**config.mk**
```make
export PLATFORM = sky130hd
export DESIGN_NAME = dff_write_arbiter
export DESIGN_NICKNAME = d
export VERILOG_FILES = /design/src/rtl/dff_write_arbiter.sv
export SDC_FILE = /design/constraint.sdc
export NUM_CORES = 1
export LEC_CHECK = 0
export ABC_AREA = 1
export BUFFER_PORTS_ARGS = -buffer_cell sky130_fd_sc_hd__buf_2
export CELL_PAD_IN_SITES_DETAIL_PLACEMENT = 0
export CELL_PAD_IN_SITES_GLOBAL_PLACEMENT = 1
export CORE_AREA = 2 2 53 55
export DETAILED_ROUTE_END_ITERATION = 10
export DIE_AREA = 0 0 55 57
export GPL_TIMING_DRIVEN = 0
export HOLD_SLACK_MARGIN = 0.15
export PLACE_DENSITY = 0.76
export SLEW_MARGIN = 20
export SYNTH_ARGS = -nofsm -noshare
export SYNTH_HDL_FRONTEND = slang
export SYNTH_SLANG_ARGS = --single-unit
```
**constraint.sdc**
```tcl
create_clock -name clk -period 0.89 [get_ports clk]
set_input_delay 0.178 -clock clk [delete_from_list [all_inputs] [get_ports clk]]
set_output_delay 0.178 -clock clk [all_outputs]
set_load 0.02 [all_outputs]
```
**src/rtl/dff_write_arbiter.sv**
```systemverilog
// Round-robin arbiter granting three requesters write access to one shared
// register, at most one write every two cycles.
module dff_write_arbiter #(
   parameter int WIDTH = 4
) (
   input  logic             clk,
   input  logic             rst,
   input  logic             clr,
   input  logic [WIDTH-1:0] preset,
   input  logic [2:0]       req,
   input  logic [WIDTH-1:0] d0,
   input  logic [WIDTH-1:0] d1,
   input  logic [WIDTH-1:0] d2,
   output logic [2:0]       gnt,
   output logic             ce,
   output logic [WIDTH-1:0] d,
   output logic [WIDTH-1:0] q,
   output logic             busy
);

   typedef enum logic {
      IDLE  = 1'b0,
      WRITE = 1'b1
   } state_t;

   state_t           state_q;
   logic [1:0]       ptr_q;
   logic [1:0]       win_q;
   logic [1:0]       pick;
   logic [WIDTH-1:0] q_q;
   logic [WIDTH-1:0] win_data;
   logic             wr_en;

   // Search starts one past the last completed writer.
   always_comb begin
      pick = 2'd0;
      unique case (ptr_q)
         2'd0: begin
            if (req[1])      pick = 2'd1;
            else if (req[2]) pick = 2'd2;
            else             pick = 2'd0;
         end
         2'd1: begin
            if (req[2])      pick = 2'd2;
            else if (req[0]) pick = 2'd0;
            else             pick = 2'd1;
         end
         default: begin
            if (req[0])      pick = 2'd0;
            else if (req[1]) pick = 2'd1;
            else             pick = 2'd2;
         end
      endcase
   end

   always_comb begin
      win_data = d2;
      unique case (win_q)
         2'd0:    win_data = d0;
         2'd1:    win_data = d1;
         default: win_data = d2;
      endcase
   end

   assign wr_en = (state_q == WRITE) && !clr && !rst;
   assign ce    = wr_en;
   assign gnt   = wr_en ? (3'b001 << win_q) : 3'b000;
   assign d     = wr_en ? win_data : '0;
   assign busy  = (state_q == WRITE) && !rst;
   assign q     = q_q;

   always_ff @(posedge clk) begin
      if (rst) begin
         state_q <= IDLE;
         ptr_q   <= 2'd2;
         win_q   <= 2'd0;
         q_q     <= preset;
      end else if (clr) begin
         state_q <= IDLE;
         q_q     <= preset;
      end else begin
         unique case (state_q)
            IDLE: begin
               if (|req) begin
                  win_q   <= pick;
                  state_q <= WRITE;
               end
            end
            WRITE: begin
               q_q     <= win_data;
               ptr_q   <= win_q;
               state_q <= IDLE;
            end
         endcase
      end
   end

endmodule
```
; Yosys cells after proc, flatten, opt, wreduce, memory -nomap -nowiden
; Index checks and enable logic that the tools add are counted.
; W data, S select, Z words.
[totals]
ff_bits = 9
inputBits = 22
[classes]
eq_ne = 2
n_shift = 1
muxes = 15
bitwise_logic = 2
n_reduce_logical = 12
[op_table]
columns = operator, n
row1 = $mux W4, 4
row2 = $mux W2, 5
row3 = $pmux W4 S2, 1
row4 = $eq A2 B1 Y1 const B, 2
row5 = $logic_not A2 Y1, 2
row6 = $pmux W2 S2, 1
row7 = $logic_and A1 B1 Y1, 3
row8 = $mux W3, 1
row9 = $reduce_and A3 Y1, 1
row10 = $reduce_bool A3 Y1, 1
row11 = $reduce_or A3 Y1, 1
row12 = $shl A1 B2 Y3 const A, 1
row13 = $logic_not A1 Y1, 2
row14 = $mux W1, 2
row15 = $not A1 Y1, 2
row16 = $pmux W1 S2, 1
row17 = $reduce_and A2 Y1, 1
row18 = $reduce_or A2 Y1, 1

; Longest topological paths before layout
[depth]
ltp_word = 5
mapped_depth = 6
ltp_nobuf = 6

; Least setup slack after synthesis
; Ideal clock, no wire load.
[synth_timing]
path_kind = flip-flop to output port
start = register state_q
end = output port gnt[0]
arrival_time_ns = 1.175
required_ns = 0.712
path_slack_ns = -0.463
stages_incl_launch_ff = 5
n_path_buf = 0
cell_sequence = dfxtp_1 > nand2_2 > nor2_4 > inv_2 > nor3_1
[synth_via]
elab_chain_cells = 3
[synth_rtl]
columns = item, line
row1 = from (decl), 26  ; state_t state_q;
row2 = from (signal assigned), 74  ; state_q <= IDLE;
row3 = from (signal assigned), 79  ; state_q <= IDLE;
row4 = from (signal assigned), 86  ; state_q <= WRITE;
row5 = $logic_and A1 B1 Y1 (2 in series), 65  ; assign wr_en = (state_q == WRITE) && !clr && !rst;
row6 = named net ce, 15  ; output logic ce,
row7 = $mux W3, 67  ; assign gnt = wr_en ? (3'b001 << win_q) : 3'b000;
row8 = to (decl), 14  ; output logic [2:0] gnt,
; The timed path passes the listed nets, and every way through them passes these cells.

; Worst setup path in the final report
[layout_timing]
start = register win_q[0]
end = output port d[3]
[layout_via]
elab_chain_cells = 3
word_cells_on_any_way = 4
classes_between = eq/ne (1) / mux (2) / reduce/logical (1)
[layout_rtl]
columns = item, line
row1 = from (decl), 28  ; logic [1:0] win_q;
row2 = from (signal assigned), 85  ; win_q <= pick;
row3 = $eq A2 B1 Y1 / $logic_not A2 Y1 (equally long branches), 58  ; unique case (win_q)
row4 = $pmux W4 S2 *, 58
row5 = $mux W4 *, 68  ; assign d = wr_en ? win_data : '0;
row6 = to (decl), 16  ; output logic [WIDTH-1:0] d,
; Every way passes the cells marked *; elsewhere a longest branch is shown, timed or not.

==> metrics <==
initial antenna violation count=0; Worst R2R Start=win_q[1]$_SDFFE_PP0P_; Synth Register Bits=9; Reg2Reg Setup Slack=-0.47 ns; layout cell share with drive strength beyond 1=0.634; Worst Path Buf+Inv=3; WL per Instance=9.73 µm; Final Cycle Share=1.55; drt drc=0; power per cell area=1140 nW/µm²; Final setup violation count=18; Hold WC Path Type=input port to register; Antenna Nets Post-Route=0; die area=3140 µm²; setup slack after placement=-0.321 ns; area grow syn2layout=91.6%; Hold Fails Final Rpt=0; Worst Path Max Fanout=4; Port Buffers=34; Root Driver=clkbuf_4; global-route wire length before repair=2840 µm; Syn. warnings=0; Crit path largest cell delay=0.38 ns; Die H=57 µm; Relative slew margins=0.792; Crit path top cell by count=nand2_2; Tmin final=1.38 ns; crit end category=output port; CTS H-tree depth=1; Critical Path Start Type=register; CTS Buf Count=3; outcome=finished with violations; FMAX=727 MHz; Worst-path clk slew=0.06 ns; largest net degree at the start of global routing=9; diode count=0; violated checks=setup timing; P_leak=0.594 nW; unrepaired setup endpoints after global routing=yes; CP top delay family=flip-flops; Global Route Usage Sum=0.121; CTS tree=yes; syn avg cell area=6.24 µm²; reg2reg path depth=8; skew final=0.00542 ns; commonest non-fill, non-tap cell in the layout=nand2_1; post-synthesis cell area=593 µm²; maximum vdd drop=0.000738 V; Slew @ Worst Pin=0.312 ns; Vias/cell=4.28; Critical R2R Capture=q[1]$_DFFE_PP_; GR Overflow Total=0; worst skew pair latency=0.26 ns; Initial Util=0.227; routability congestion estimate=0.737; Routed WL=1710 µm; number of global-route vias before repair=752; Worst Setup Path Type=register to output port; Starting DRT DRC Count=5; number of max-cap violations=0; instance count on the critical path=7; Final TNS setup=-5.23 ns; via count=754; Die Span X=55 µm; Yosys cell types=15; DP Wirelength=1270 µm; CTS sink count=9; WP data arrival=1.20 ns; Boundary Pins=35; CP endpoint=d[3]; most frequent cells in the layout=25 x nand2_1, 22 x buf_2, 15 x buf_6, 14 x nand2_2, 10 x buf_4; Seq/Total Area, Yosys=0.371; syn_nets=117; CP startpoint=win_q[0]$_SDFFE_PP0P_; fin nets=168; Crit path required time=0.71 ns; # rows=19; Post-Synthesis Cells=95; Slew Limit Fails=0; CP cell instances=inv_4 -> nor2_4 -> nand2_2 -> nand3_2 -> nand2_2 -> inv_2 -> buf_6; CORE AREA=2620 µm²; DR pass1 iterations=4; slowest CP cell=dfxtp_4; worst setup margin=-0.485 ns; deepest clock path buffer count=2
-- cells by family (layout without fill, tap and decap cells) --
group | Yosys count | count (layout) | share of synthesized area
and+or+nand+nor | 66 | 66 | 0.487
buffers and inverters | 16 | 66 | 0.108
DFF | 9 | 9 | 0.371
AOI/OAI and AO/OA | 4 | 4 | 0.0338
-- per-stage QoR --
step           std cells  cell area, µm²   util  power (mW)  hold WS, ns
3_5_place_dp         160             860  0.329       0.820        0.456
6_report             176            1140  0.434        1.29        0.195
4_1_cts              174            1040  0.399        1.23        0.178
5_1_grt              176            1140  0.434        1.38        0.194
2_1_floorplan         95             651      -       0.709        0.243
3_3_place_gp         160             860  0.329       0.815        0.462
-- worst reg2reg max path: stages (launching register included) --
cell and delay, ns:
dfxtp_4 0.41, nor2_4 0.07, nand2_2 0.07, nand3_2 0.09, buf_4 0.14, buf_4 0.12, buf_4 0.12, nand2_1 0.05
nand2_1 0.05
-- layer usage --
layer	track usage	vias to the layer above	routed length [µm]
met1	0.127	343	630
met5	0	-	0
met2	0.221	22	956
li1	-	389	-
met3	0.0419	0	126
met4	0.0314	0	0
-- where the power goes --
part / total (mW) / leakage, nW / internal [mW] / switching, mW
Clock: 0.318 / 0.0150 / 0.173 / 0.145
Combinational: 0.470 / 0.495 / 0.231 / 0.239
Sequential: 0.505 / 0.0841 / 0.472 / 0.0332
Total: 1.29 / 0.594 / 0.876 / 0.418
-- registers in the layout, indices dropped and copies added, names as in the netlist --
register  count
ptr_q         2
q             4
win_q         2
state_q       1
-- synth_stat cells --
library cell,instances,area (µm²)
nand2_1,40,150
inv_1,12,45.0
nor2_1,10,37.5
nand3_1,8,40.0
dfxtp_1,5,100
edfxtp_1,4,120
inv_2,3,11.3
a21oi_1,2,10.0
nor2_2,2,12.5
nor2_4,2,22.5
nor3_1,2,10.0
o21ai_0,2,10.0
buf_4,1,7.51
nand2_2,1,6.26
nor3_2,1,10.0
-- cell type report --
cell class / instances / area, µm²
clock buffers: 4 / 26.3
fillers: 268 / 1480
inverters: 15 / 63.8
multi-input cells: 70 / 423
flip-flops and latches: 9 / 230
well taps: 31 / 38.8
repair buffers: 47 / 354
-- repair_timing --
action,CTS,global route
resized for setup,27,30
setup buffers,11,2
pin swaps,14,10
hold buffers,0,0
setup endpoints to repair,18,24
-- worst min path at each step --
stage | start | end | cells after the start | slack [ns]
CTS | rst | state_q$_SDFF_PP0_ | 2 | 0.18
global route | preset[0] | q[0]$_DFFE_PP_ | 3 | 0.19
finish | rst | state_q$_SDFF_PP0_ | 2 | 0.19
global placement | rst | state_q$_SDFF_PP0_ | 2 | 0.46
floorplan | rst | state_q$_SDFF_PP0_ | 1 | 0.24
detailed placement | preset[2] | q[2]$_DFFE_PP_ | 3 | 0.46
Note: power is estimated with default switching activity, not from simulation.
